[config.mk]
export PLATFORM = sky130hd
export DESIGN_NAME = ejtag_datain
export DESIGN_NICKNAME = d
export VERILOG_FILES = /design/src/rtl/ejtag_datain_pkg.sv /design/src/rtl/ejtag_datain_shifter.sv /design/src/rtl/ejtag_datain.sv
export SDC_FILE = /design/constraint.sdc
export NUM_CORES = 1
export LEC_CHECK = 0
export ABC_CLOCK_PERIOD_IN_PS = 2300
export CAP_MARGIN = 10
export CORE_MARGIN = 1.5
export CORE_UTILIZATION = 25
export DETAILED_ROUTE_END_ITERATION = 10
export SLEW_MARGIN = 40
export SYNTH_ARGS = -nofsm -noshare
export SYNTH_HDL_FRONTEND = slang
export SYNTH_HIERARCHICAL = 1
export SYNTH_SLANG_ARGS = --single-unit
[constraint.sdc]
create_clock -name CORE_CLOCK -period 2.3 [get_ports CORE_CLOCK]
set_input_delay 0.46 -clock CORE_CLOCK [delete_from_list [all_inputs] [get_ports CORE_CLOCK]]
set_output_delay 0.46 -clock CORE_CLOCK [all_outputs]
set_load 0.02 [all_outputs]
[src/rtl/ejtag_datain_pkg.sv]
// Shared definitions for the EJTAG data register path: write target codes,
// sticky error bit positions and the data-in FSM state encoding.
package ejtag_datain_pkg;

  // Write target codes carried on EJDI_WR_SEL. NONE never appears with valid.
  typedef enum logic [2:0] {
    WR_SEL_NONE = 3'd0,
    WR_SEL_DCR  = 3'd1,
    WR_SEL_INST = 3'd2,
    WR_SEL_DATA = 3'd3,
    WR_SEL_PROC = 3'd4
  } wr_sel_e;

  // Bit positions inside the sticky EJDI_ERR vector {timeout, overrun, short}.
  localparam int unsigned ERR_W       = 3;
  localparam int unsigned ERR_SHORT   = 0;
  localparam int unsigned ERR_OVERRUN = 1;
  localparam int unsigned ERR_TIMEOUT = 2;

  // Data-in controller states.
  typedef enum logic [1:0] {
    ST_IDLE  = 2'd0,
    ST_SHIFT = 2'd1,
    ST_WRITE = 2'd2
  } dr_state_e;

  // Resolve the active DR select groups to one target. The order matches
  // the data-out mux: DCR wins, then instruction, then data, then processor.
  function automatic wr_sel_e wr_sel_from_groups(input logic dcr,
                                                 input logic inst,
                                                 input logic data,
                                                 input logic proc);
    wr_sel_e sel;
    sel = WR_SEL_NONE;
    if (dcr) begin
      sel = WR_SEL_DCR;
    end else if (inst) begin
      sel = WR_SEL_INST;
    end else if (data) begin
      sel = WR_SEL_DATA;
    end else if (proc) begin
      sel = WR_SEL_PROC;
    end
    return sel;
  endfunction

endpackage

[src/rtl/ejtag_datain_shifter.sv]
// Serial data register: parallel capture, LSB-first shift with TDI entering
// at the top, and a saturating count of bits shifted since the last capture.
module ejtag_dr_shifter #(
  parameter int unsigned DATA_W = 32,
  parameter int unsigned CNT_W  = $clog2(DATA_W + 1)
) (
  input  logic              clk_i,
  input  logic              rst_ni,
  input  logic              capture_i,
  input  logic              shift_i,
  input  logic              tdi_i,
  input  logic [DATA_W-1:0] capture_data_i,
  output logic [DATA_W-1:0] sr_o,
  output logic [CNT_W-1:0]  cnt_o,
  output logic              tdo_o
);

  localparam logic [CNT_W-1:0] CNT_FULL = CNT_W'(DATA_W);

  logic [DATA_W-1:0] sr_q, sr_d;
  logic [CNT_W-1:0]  cnt_q, cnt_d;

  // Capture takes priority over a shift arriving in the same cycle.
  always_comb begin
    sr_d  = sr_q;
    cnt_d = cnt_q;
    if (capture_i) begin
      sr_d  = capture_data_i;
      cnt_d = '0;
    end else if (shift_i) begin
      sr_d = {tdi_i, sr_q[DATA_W-1:1]};
      if (cnt_q != CNT_FULL) begin
        cnt_d = cnt_q + CNT_W'(1);
      end
    end
  end

  // Shift register and bit counter state.
  always_ff @(posedge clk_i or negedge rst_ni) begin
    if (!rst_ni) begin
      sr_q  <= '0;
      cnt_q <= '0;
    end else begin
      sr_q  <= sr_d;
      cnt_q <= cnt_d;
    end
  end

  assign sr_o  = sr_q;
  assign cnt_o = cnt_q;
  assign tdo_o = sr_q[0];

endmodule

[src/rtl/ejtag_datain.sv]
// Host-to-core EJTAG data register: shifts the DR serially and, on Update-DR
// with a full word, issues one write toward the selected target.
//
// Write handshake: EJDI_WR_VALID is high for every cycle the FSM is in WRITE;
// EJDI_WR_SEL and EJDI_WR_DATA are held constant for that whole time. A write
// completes on the first rising edge where valid and EJDI_WR_ACK are both
// high (ack in the first valid cycle is legal); valid drops the next cycle.
// Ack while valid is low is ignored. If no ack arrives within ACK_TIMEOUT
// valid cycles the write is abandoned and the timeout error is raised.
module ejtag_datain
  import ejtag_datain_pkg::*;
#(
  parameter int unsigned DATA_W      = 32,
  parameter int unsigned ACK_TIMEOUT = 15
) (
  input  logic              CORE_CLOCK,
  input  logic              RESET_D1_R_N,
  input  logic              EJTAP_CAPTURE,
  input  logic              EJTAP_SHIFT,
  input  logic              EJTAP_UPDATE,
  input  logic              EJTAP_TDI,
  input  logic [DATA_W-1:0] EJDO_DATA,
  input  logic              EJDI_SELDCR,
  input  logic              EJDI_SELIBS,
  input  logic              EJDI_SELDBS,
  input  logic              EJDI_SELPBS,
  input  logic              EJDI_SELIBRS,
  input  logic              EJDI_SELDBRS,
  input  logic              EJDI_SELPBRS,
  input  logic              EJDI_WR_ACK,
  output logic              EJDI_TDO,
  output logic              EJDI_WR_VALID,
  output logic [2:0]        EJDI_WR_SEL,
  output logic [DATA_W-1:0] EJDI_WR_DATA,
  output logic              EJDI_BUSY,
  output logic [ERR_W-1:0]  EJDI_ERR,
  output dr_state_e         EJDI_DBG_STATE
);

  localparam int unsigned      CNT_W    = $clog2(DATA_W + 1);
  localparam logic [CNT_W-1:0] CNT_FULL = CNT_W'(DATA_W);
  // Timer counts valid cycles from 0; the last allowed cycle is ACK_TIMEOUT-1.
  localparam logic [7:0]       TMR_LAST = 8'(ACK_TIMEOUT - 1);

  dr_state_e         state_q, state_d;
  logic [7:0]        timer_q, timer_d;
  logic [ERR_W-1:0]  err_q, err_d;
  logic [DATA_W-1:0] wr_data_q, wr_data_d;
  wr_sel_e           wr_sel_q, wr_sel_d;

  logic              in_write;
  logic              any_strobe;
  logic              sh_capture;
  logic              sh_shift;
  logic              upd_take;
  logic [DATA_W-1:0] sr;
  logic [CNT_W-1:0]  cnt;
  logic              grp_dcr, grp_inst, grp_data, grp_proc;
  wr_sel_e           sel_code;

  assign in_write   = (state_q == ST_WRITE);
  assign any_strobe = EJTAP_CAPTURE | EJTAP_SHIFT | EJTAP_UPDATE;

  // While a write is outstanding the shift register is frozen so the word
  // being written cannot be disturbed by late TAP activity.
  assign sh_capture = EJTAP_CAPTURE & ~in_write;
  assign sh_shift   = EJTAP_SHIFT & ~in_write;
  // Capture in the same cycle as Update wins; the Update is dropped.
  assign upd_take   = EJTAP_UPDATE & ~EJTAP_CAPTURE & ~in_write;

  // Select groups: IBS/IBRS, DBS/DBRS and PBS/PBRS each share one target.
  assign grp_dcr  = EJDI_SELDCR;
  assign grp_inst = EJDI_SELIBS | EJDI_SELIBRS;
  assign grp_data = EJDI_SELDBS | EJDI_SELDBRS;
  assign grp_proc = EJDI_SELPBS | EJDI_SELPBRS;
  assign sel_code = wr_sel_from_groups(grp_dcr, grp_inst, grp_data, grp_proc);

  ejtag_dr_shifter #(
    .DATA_W (DATA_W),
    .CNT_W  (CNT_W)
  ) u_shifter (
    .clk_i          (CORE_CLOCK),
    .rst_ni         (RESET_D1_R_N),
    .capture_i      (sh_capture),
    .shift_i        (sh_shift),
    .tdi_i          (EJTAP_TDI),
    .capture_data_i (EJDO_DATA),
    .sr_o           (sr),
    .cnt_o          (cnt),
    .tdo_o          (EJDI_TDO)
  );

  // Next-state, error and write-latch logic for the controller.
  always_comb begin
    state_d   = state_q;
    timer_d   = timer_q;
    err_d     = err_q;
    wr_data_d = wr_data_q;
    wr_sel_d  = wr_sel_q;
    unique case (state_q)
      ST_IDLE, ST_SHIFT: begin
        if (EJTAP_CAPTURE) begin
          err_d   = '0;
          state_d = ST_SHIFT;
        end else if (upd_take) begin
          // Update without a preceding Capture behaves like Update in SHIFT.
          state_d = ST_IDLE;
          if (cnt != CNT_FULL) begin
            err_d[ERR_SHORT] = 1'b1;
          end else if (sel_code != WR_SEL_NONE) begin
            wr_data_d = sr;
            wr_sel_d  = sel_code;
            timer_d   = '0;
            state_d   = ST_WRITE;
          end
        end
      end
      ST_WRITE: begin
        if (any_strobe) begin
          err_d[ERR_OVERRUN] = 1'b1;
        end
        if (EJDI_WR_ACK) begin
          state_d = ST_IDLE;
        end else if (timer_q == TMR_LAST) begin
          err_d[ERR_TIMEOUT] = 1'b1;
          state_d            = ST_IDLE;
        end else begin
          timer_d = timer_q + 8'd1;
        end
      end
      default: begin
        state_d = ST_IDLE;
      end
    endcase
  end

  // Controller state registers; reset drops valid asynchronously.
  always_ff @(posedge CORE_CLOCK or negedge RESET_D1_R_N) begin
    if (!RESET_D1_R_N) begin
      state_q   <= ST_IDLE;
      timer_q   <= '0;
      err_q     <= '0;
      wr_data_q <= '0;
      wr_sel_q  <= WR_SEL_NONE;
    end else begin
      state_q   <= state_d;
      timer_q   <= timer_d;
      err_q     <= err_d;
      wr_data_q <= wr_data_d;
      wr_sel_q  <= wr_sel_d;
    end
  end

  assign EJDI_WR_VALID  = in_write;
  assign EJDI_WR_SEL    = wr_sel_q;
  assign EJDI_WR_DATA   = wr_data_q;
  assign EJDI_BUSY      = (state_q != ST_IDLE);
  assign EJDI_ERR       = err_q;
  assign EJDI_DBG_STATE = state_q;

`ifndef SYNTHESIS
  // Simulation aid: several select groups at Update points at a decode bug
  // upstream; the priority order still picks one target.
  always @(posedge CORE_CLOCK) begin
    if (RESET_D1_R_N && upd_take &&
        ($countones({grp_dcr, grp_inst, grp_data, grp_proc}) > 1)) begin
      $display("ejtag_datain: %0t more than one DR select group active at Update (groups dcr/inst/data/proc = %b)",
               $time, {grp_dcr, grp_inst, grp_data, grp_proc});
    end
  end
`endif

endmodule

Word level (Yosys, flattened, before mapping)
Index checks and enable logic that the tools add are counted.
{"block": "classes", "add_sub_neg": 2, "eq_ne": 15, "muxes": 31, "bitwise": 12, "n_reduce_logical": 16}
{"operator": "32-bit two-way mux", "count": 2}
{"operator": "8-bit two-way mux", "count": 6}
{"operator": "6-bit two-way mux", "count": 3}
{"operator": "8-bit case mux with 2 select lines", "count": 1}
{"operator": "2-bit two-way mux", "count": 7}
{"operator": "2-bit inequality test (second input constant)", "count": 7}
{"operator": "3-bit two-way mux", "count": 4}
{"operator": "2-bit nonzero test", "count": 6}
{"operator": "8-bit by 1-bit adder with 8-bit output (second input constant)", "count": 1}
{"operator": "8-bit by 4-bit equality test with 1-bit output (second input constant)", "count": 1}
{"operator": "2-bit case mux with 2 select lines", "count": 2}
{"operator": "7-bit AND reduction", "count": 1}
{"operator": "6-bit by 1-bit adder with 6-bit output (second input constant)", "count": 1}
{"operator": "1-bit two-way mux", "count": 6}
{"operator": "6-bit inequality test (second input constant)", "count": 1}
{"operator": "3-bit AND reduction", "count": 2}
{"operator": "1-bit OR", "count": 5}
{"operator": "5-bit AND reduction", "count": 1}
{"operator": "1-bit AND", "count": 4}
{"operator": "2-bit by 1-bit inequality test with 1-bit output (second input constant)", "count": 2}
{"operator": "2-bit AND reduction", "count": 2}
{"operator": "4-bit AND reduction", "count": 1}
{"operator": "3-bit by 2-bit inequality test with 1-bit output (second input constant)", "count": 1}
{"operator": "3-bit inequality test (second input constant)", "count": 1}
{"operator": "other kinds (6)", "count": 8}
{"block": "totals", "regBits": 86, "output_inout_bits": 43, "elab_cells": 85}

Logic depth before layout (Yosys ltp)
Gate-level depths: netlist of run 1.
{"block": "logic_depth", "word_depth": 11, "depth_mapped": 8, "mapped_depth_nobuf": 7}

By module
Netlist of run 1, hierarchy kept.
{"mod": "ejtag_datain", "instances": 1, "cells_each": 161, "area_per_inst_um2": 2228.4}
{"mod": "ejtag_dr_shifter", "instances": 1, "cells_each": 173, "area_per_inst_um2": 1816.7}

Worst setup path after synthesis of run 1
OpenSTA, ideal clock, no wires.
{"block": "synth_timing", "path_kind": "input to register", "from": "in EJDI_SELDBRS", "to": "reg wr_data_q[0] (netlist: EJDI_WR_DATA[0])", "setup_ns": 0.125, "arrival_ns": 1.837, "setup_slack_ns": 0.338, "cell_stages": 5, "path_cell_list": "or4_4 > nor4_4 > nor2_4 > buf_6 > mux2_4"}
{"block": "synth_via", "elab_chain_len": 6}
{"item": "start, declared", "line_no": "ejtag_datain.sv:28", "rtl": "input logic EJDI_SELDBRS,"}
{"item": "1-bit OR", "line_no": "ejtag_datain.sv:74", "rtl": "assign grp_data = EJDI_SELDBS | EJDI_SELDBRS;"}
{"item": "3-bit two-way mux", "line_no": "ejtag_datain_pkg.sv:39", "rtl": "end else if (data) begin"}
{"item": "3-bit two-way mux", "line_no": "ejtag_datain_pkg.sv:37", "rtl": "end else if (inst) begin"}
{"item": "3-bit two-way mux", "line_no": "ejtag_datain_pkg.sv:35", "rtl": "if (dcr) begin"}
{"item": "3-bit nonzero test", "line_no": "ejtag_datain.sv:110", "rtl": "end else if (sel_code != WR_SEL_NONE) begin"}
{"item": "5-bit AND reduction (no line)"}
{"item": "end signal, assigned", "line_no": "ejtag_datain.sv:149", "rtl": "wr_data_q <= wr_data_d;"}
{"item": "end, declared", "line_no": "ejtag_datain.sv:48", "rtl": "logic [DATA_W-1:0] wr_data_q, wr_data_d;"}
Every way passes these cells.
A chain may end at the register's enable or synchronous reset.

Worst setup path after layout of run 1
{"block": "layout_timing", "from": "reg state_q[1] (netlist: EJDI_DBG_STATE[1])", "to": "out EJDI_BUSY"}
{"block": "layout_via", "elab_chain_len": 1}
{"item": "start, declared", "line_no": "ejtag_datain.sv:45", "rtl": "dr_state_e state_q, state_d;"}
{"item": "start signal, assigned", "line_no": "ejtag_datain.sv:146", "rtl": "state_q <= state_d;"}
{"item": "2-bit nonzero test", "line_no": "ejtag_datain.sv:157", "rtl": "assign EJDI_BUSY = (state_q != ST_IDLE);"}
{"item": "end, declared", "line_no": "ejtag_datain.sv:35", "rtl": "output logic EJDI_BUSY,"}
Every way passes these cells.

==> flow_metrics.env, run 1 <==
export IMPL_p_switching_mw=0.787
export IMPL_worst_r2r_path_depth=6
export IMPL_grt_pass1_vias=2860
export IMPL_drt_pass1_iter_count=5
export IMPL_antenna_found_initial=0
export IMPL_worst_pin_slew_ns=0.542
export IMPL_internal_power_mw=2.62
export IMPL_grt_max_degree=71
export IMPL_synth_cell_type_count=45
export IMPL_r2r_start="u_shifter/cnt_o[1]$_DFFE_PN0P_"
export IMPL_async_flop_share_pct=100
export IMPL_path_class="reg -> out"
export IMPL_start_util_pct=25.6
export IMPL_vias=2842
export IMPL_fin_setup_tns_ns=0
export IMPL_clock_tree_buffer_depth=2
export IMPL_timing_rr_end="EJDI_WR_DATA[27]$_DFFE_PN0P_"
export IMPL_pwr_share_comb_pct=9.2
export IMPL_fill_cells=1566
export IMPL_p_seq_share_pct=47.9
export IMPL_grt_usage_pct=11.5
export IMPL_regArea_sq_mm=0.00215
export IMPL_crit_path_start_kind="flop"
export IMPL_die_height_um=130
export IMPL_drt_wl_total_um=9270
export IMPL_clock_latency_ns=0.34
export IMPL_top_usage_layer="met2"
export IMPL_mostFrequentLayoutCells="dfrtp_1 (86), clkdlybuf4s50_1 (86), nand2_1 (37), o21ai_0 (35), mux2i_1 (34)"
export IMPL_arrival_ns=1.72
export IMPL_cap_viol_max_count=0
export IMPL_ios=89
export IMPL_reg2reg_slack_ns=0.38
export IMPL_hp_class="in -> async"
export IMPL_numClockSinks=86
export IMPL_synth_warnings=6
export IMPL_syn_to_final_growth_pct=38.6
export IMPL_grt_overflow=0
export IMPL_place_congestion=0.797
export IMPL_cts_tree="built"
export IMPL_cellPowerDensity_mw_per_mm2=608
export IMPL_fmax_ghz=0.459
export IMPL_path_clk_slew_ns=0.06
export IMPL_worstPathMaxFanout=10
export IMPL_drc=0
export IMPL_clock_skew_ns=0.00693
export IMPL_met3_usage_pct=2.75
export IMPL_path_cells="buf_4, or2_2, clkdlybuf4s50_1"
export IMPL_wire_per_inst_um=14.1
export IMPL_setup_viol=0
export IMPL_synth_area_per_cell_sq_um=12.1
export IMPL_die_w_um=130
export IMPL_layout_drive_gt1_share_pct=19.7
export IMPL_synth_edf_count=0
export IMPL_ys_flop_type="dfrtp_1"
export IMPL_final_max_slew_violation_count=0
export IMPL_fin_crit_sh_pct=94.6
export IMPL_grt_pass1_wl_um=14900
export IMPL_cp_end_kind="output pin"
export IMPL_slew_headroom_pct=63.9
export IMPL_cts_buffers=9
export IMPL_hold_buffers=0
export IMPL_required_ns=1.84
export IMPL_h_tree_depth=3
export IMPL_root_buffer="clkbuf_16"
export IMPL_grt_use_met2_pct=17.9
export IMPL_rsz0062_at_grt="false"
export IMPL_grt_util_met1_pct=15.4
export IMPL_drtAntennaViolNets=0
export IMPL_synth_seq_area_share_pct=53.2
export IMPL_final_hold_viol_count=0
export IMPL_p_sw_share_pct=23.1
export IMPL_vdd_drop_max_v=0.000334
export IMPL_placement_rows=46
export IMPL_port_buffers=88
export IMPL_syn_cell_area_sq_mm=0.00405
export IMPL_cpMaxStageDelayCell="clkdlybuf4s50_1"
export IMPL_crit_family="buffers and inverters"
export IMPL_viasPerCell=4.33
export IMPL_drt_iter0_markers=100
export IMPL_p_leak_nw=2.48
export IMPL_fin_util_pct=35.4
export IMPL_worst_path_buf_inv=2
export IMPL_synth_cells=334
export IMPL_clkPwrFrac_pct=42.9
export IMPL_multi_input_area_sq_mm=0.00176
export IMPL_diodes=0
export IMPL_hpwlAfterDp_um=6560
export IMPL_yosys_register_bits=86
export IMPL_design_die_area_sq_mm=0.0170
export IMPL_status="finished clean"
export IMPL_core_sq_mm=0.0158
export IMPL_layout_min_cycle_time_ns=2.18
export IMPL_syn_num_nets=384
export IMPL_layout_nets=486
export IMPL_max_stage_delay_ns=0.54
## routing by layer
metal,vias up,wire length [um]
li1,1388,-
met3,10,409
met4,0,145
met5,-,0
met1,1386,4450
met2,58,4260
## area by class of cell
class	count	share of cell area, %
flip-flops and latches	86	38.4
multi-input cells	224	31.3
repair buffers	108	19.5
clock buffers	14	5.25
well taps	216	4.82
inverters	7	0.469
clock inverters	2	0.223
## flip-flops by register name (all words and copies together) (netlist names)
register         flops
EJDI_ERR             3
EJDI_WR_SEL          3
u_shifter/sr_o      32
EJDI_WR_DATA        32
timer_q              8
EJDI_DBG_STATE       2
u_shifter/cnt_o      6
## through the flow
stage | total power, mW | std cells | setup WS (ns) | hold WS (ns) | area, sq um
2_1_floorplan | 1.79 | 334 | 0.338 | 0.164 | 4050
3_3_place_gp | 1.97 | 641 | -0.135 | 0.460 | 5290
3_5_place_dp | 1.98 | 641 | -0.161 | 0.477 | 5290
4_1_cts | 3.47 | 657 | 0.0210 | 0.105 | 5600
5_1_grt | 3.58 | 657 | 0.0729 | 0.130 | 5610
6_report | 3.41 | 657 | 0.123 | 0.0972 | 5610
## power groups by stage
| stage | logic (mW) | clock network (mW) | registers (mW) |
|---|---|---|---|
| finish | 0.314 | 1.46 | 1.63 |
| CTS | 0.321 | 1.52 | 1.63 |
| global route | 0.348 | 1.59 | 1.64 |
| detailed placement | 0.319 | 0 | 1.66 |
| global placement | 0.312 | 0 | 1.66 |
| floorplan | 0.146 | 0 | 1.65 |
## cells in the mapped netlist, types with 3 or more instances
cell      number  area, sq um
and2_1         3         18.8
buf_6          4         45.0
nand3_1        6         30.0
inv_1          7         26.3
o21ai_0       35          175
nor3_1         4         20.0
o31ai_1        5         37.5
nor2_1        12         45.0
a21oi_1        8         40.0
nor3b_1        3         22.5
nand2_1       37          139
a31o_2         3         26.3
mux2_4        29          435
nor2b_1        4         25.0
clkbuf_1       6         22.5
dfrtp_1       86         2150
mux2i_1       34          340
mux2_2         5         56.3
buf_4          5         37.5
ha_1           4         50.1
## worst max-delay path by stage
| stage | start | to | slack (ns) | depth (start not counted) |
|---|---|---|---|---|
| after global placement | EJDI_SELDBRS | EJDI_WR_DATA[5]$_DFFE_PN0P_ | -0.13 | 6 |
| final | EJDI_DBG_STATE[1]$_DFFE_PN0P_ | EJDI_BUSY | 0.12 | 3 |
| after CTS | EJDI_DBG_STATE[0]$_DFFE_PN0P_ | EJDI_WR_VALID | 0.02 | 3 |
| after detailed placement | EJDI_SELDBRS | EJDI_WR_DATA[5]$_DFFE_PN0P_ | -0.16 | 6 |
| after global routing | EJDI_DBG_STATE[1]$_DFFE_PN0P_ | EJDI_BUSY | 0.07 | 3 |
| after floorplan | EJDI_SELDBRS | EJDI_WR_DATA[0]$_DFFE_PN0P_ | 0.34 | 5 |
## timing repair
item | CTS | global route
cloned | 0 | 0
resized for setup | 1 | 1
setup endpoints to repair | 1 | 1
hold endpoints to repair | 0 | 0
buffers inserted | 0 | 0
## cells by family (layout without fill, tap and decap cells)
group           count (synthesis)  after routing  share of synthesized area, %
compound gates                 64             64                          9.59
mux                            68             68                          20.6
fa+ha+maj                       4              4                          1.24
xor+xnor                        2              2                         0.433
buf+inv                        24            131                          3.50
flops                          86             86                          53.2
simple gates                   86             86                          11.5
Power figures use the tool's default switching activity.
==> inputs of run 2 (changes only) <==
- PLACE_DENSITY: unset -> 0.46
- REMOVE_ABC_BUFFERS: unset -> 1
==> run 2 against run 1 <==
  * Sequential power is essentially flat
  * Via count shrank 0.18%
  * Clock power is essentially flat
  * Clock skew is essentially flat
  * Sequential share of layout area is essentially flat
  * Register-to-register slack lost 0.02 ns
  * Critical path depth is the same
  * Global-route usage grew 0.36 points
  * Combinational power is essentially flat
  * Critical endpoint is now EJDI_WR_VALID
  * Largest cell class unchanged
==> flow_metrics.env, run 2 (synthesis results as in run 1) <==
export IMPL_layout_drive_gt1_share_pct=19.9
export IMPL_port_buffers=88
export IMPL_worst_pin_slew_ns=0.341
export IMPL_reg2reg_slack_ns=0.36
export IMPL_cellPowerDensity_mw_per_mm2=610
export IMPL_syn_to_final_growth_pct=38.5
export IMPL_ios=89
export IMPL_fmax_ghz=0.448
export IMPL_drt_iter0_markers=81
export IMPL_hp_class="in -> async"
export IMPL_layout_nets=488
export IMPL_start_util_pct=25.6
export IMPL_grt_overflow=0
export IMPL_die_w_um=130
export IMPL_setup_viol=0
export IMPL_slew_headroom_pct=77.3
export IMPL_rsz0062_at_grt="false"
export IMPL_clock_latency_ns=0.34
export IMPL_path_cells="nand2b_2, inv_1, clkdlybuf4s50_1"
export IMPL_timing_hold_ws_ns=0.00719
export IMPL_status="finished clean"
export IMPL_crit_start="EJDI_DBG_STATE[0]$_DFFE_PN0P_"
export IMPL_drt_pass1_iter_count=4
export IMPL_worst_r2r_path_depth=6
export IMPL_h_tree_depth=3
export IMPL_grt_max_degree=47
export IMPL_drc=0
export IMPL_grt_pass1_vias=2923
export IMPL_p_leak_nw=2.46
export IMPL_hpwlAfterDp_um=6900
export IMPL_design_die_area_sq_mm=0.0170
export IMPL_timing_rr_end="EJDI_WR_DATA[27]$_DFFE_PN0P_"
export IMPL_p_seq_share_pct=47.8
export IMPL_internal_power_mw=2.64
export IMPL_drt_wl_total_um=9520
export IMPL_p_sw_share_pct=22.6
export IMPL_drtAntennaViolNets=0
export IMPL_fin_ws_ns=0.0695
export IMPL_grt_pass1_wl_um=15400
export IMPL_max_stage_delay_ns=0.61
export IMPL_hold_buffers=0
export IMPL_fill_cells=1589
export IMPL_cpMaxStageDelayCell="clkdlybuf4s50_1"
export IMPL_dp_slack_ns=-0.0984
export IMPL_place_congestion=0.808
export IMPL_path_clk_slew_ns=0.06
export IMPL_post_cts_setup_buffers=0
export IMPL_placement_rows=46
export IMPL_clock_skew_ns=0.00666
export IMPL_grt_usage_pct=11.9
export IMPL_final_common_cell="clkdlybuf4s50_1"
export IMPL_mostFrequentLayoutCells="clkdlybuf4s50_1 (87), dfrtp_1 (85), nand2_1 (37), o21ai_0 (35), mux2i_1 (34)"
export IMPL_layout_min_cycle_time_ns=2.23
export IMPL_fin_setup_tns_ns=0
export IMPL_worstPathMaxFanout=7
export IMPL_r2r_start="u_shifter/cnt_o[1]$_DFFE_PN0P_"
export IMPL_final_max_slew_violation_count=0
export IMPL_cap_viol_max_count=0
export IMPL_required_ns=1.84
export IMPL_crit_path_start_kind="flop"
export IMPL_arrival_ns=1.77
export IMPL_root_buffer="clkbuf_16"
export IMPL_p_switching_mw=0.771
export IMPL_pwr_share_comb_pct=9.1
export IMPL_clock_tree_buffer_depth=2
export IMPL_cts_buffers=9
export IMPL_clkPwrFrac_pct=43.1
export IMPL_antenna_found_initial=0
export IMPL_vias=2837
export IMPL_diodes=0
export IMPL_path_class="reg -> out"
export IMPL_fin_crit_sh_pct=97.0
export IMPL_numClockSinks=86
export IMPL_die_height_um=130
export IMPL_core_sq_mm=0.0158
export IMPL_wire_per_inst_um=14.5
export IMPL_vdd_drop_max_v=0.000307
export IMPL_viasPerCell=4.31
export IMPL_cp_end_kind="output pin"
export IMPL_cts_tree="built"
export IMPL_final_hold_viol_count=0
## run 2: layout make-up
class                      instances  area, sq um  area share, %
inverter                           7         26.3          0.469
multi-input combinational        224         1760           31.4
tap                              216          270           4.82
sequential                        86         2150           38.4
clock inverter                     3         42.5          0.759
clock buffer                      13          260           4.64
timing repair buffer             110         1090           19.5
## run 2: worst max path at each step
| stage | cells after the start | endpoint |
|---|---|---|
| 6_report | 3 | EJDI_WR_VALID |
| 5_1_grt | 3 | EJDI_WR_VALID |
| 4_1_cts | 3 | EJDI_WR_VALID |
| 3_5_place_dp | 6 | EJDI_WR_DATA[25]$_DFFE_PN0P_ |
| 3_3_place_gp | 6 | EJDI_WR_DATA[25]$_DFFE_PN0P_ |
| 2_1_floorplan | 5 | u_shifter/cnt_o[5]$_DFFE_PN0P_ |
## run 2: timing repair
item	in CTS	in global routing
resized for setup	2	0
endpoints found under the hold margin	0	0
endpoints found under the setup margin	1	0
## run 2: layer usage
metal | GRT usage, % | vias up | wire length (um)
li1 | - | 1394 | -
met1 | 15.9 | 1375 | 4550
met2 | 18.2 | 55 | 4280
met3 | 3.03 | 13 | 530
met4 | 5.10 | 0 | 160
met5 | 0 | - | 0
## run 2: through the flow
| stage | instance area [sq um] | utilization, % | cells | total power, mW |
|---|---|---|---|---|
| 4_1_cts | 5600 | 35.4 | 659 | 3.48 |
| 2_1_floorplan | 3930 | - | 317 | 1.79 |
| 5_1_grt | 5600 | 35.4 | 659 | 3.58 |
| 6_report | 5600 | 35.4 | 659 | 3.42 |
| 3_5_place_dp | 5300 | 33.5 | 643 | 1.98 |
| 3_3_place_gp | 5300 | 33.5 | 643 | 1.98 |
## run 2: power groups by stage
stage,sequential [mW],combinational [mW],clock (mW)
5_1_grt,1.64,0.351,1.59
3_5_place_dp,1.66,0.321,0
3_3_place_gp,1.66,0.317,0
6_report,1.63,0.312,1.47
2_1_floorplan,1.65,0.136,0
4_1_cts,1.63,0.321,1.52
## run 2: worst max-delay path, delay by kind of cell, from the launching register on
kind / cells / cell delay, ns
and+or+nand+nor: 1 / 0.27
DFF: 1 / 0.43
buffers and inverters: 2 / 0.73
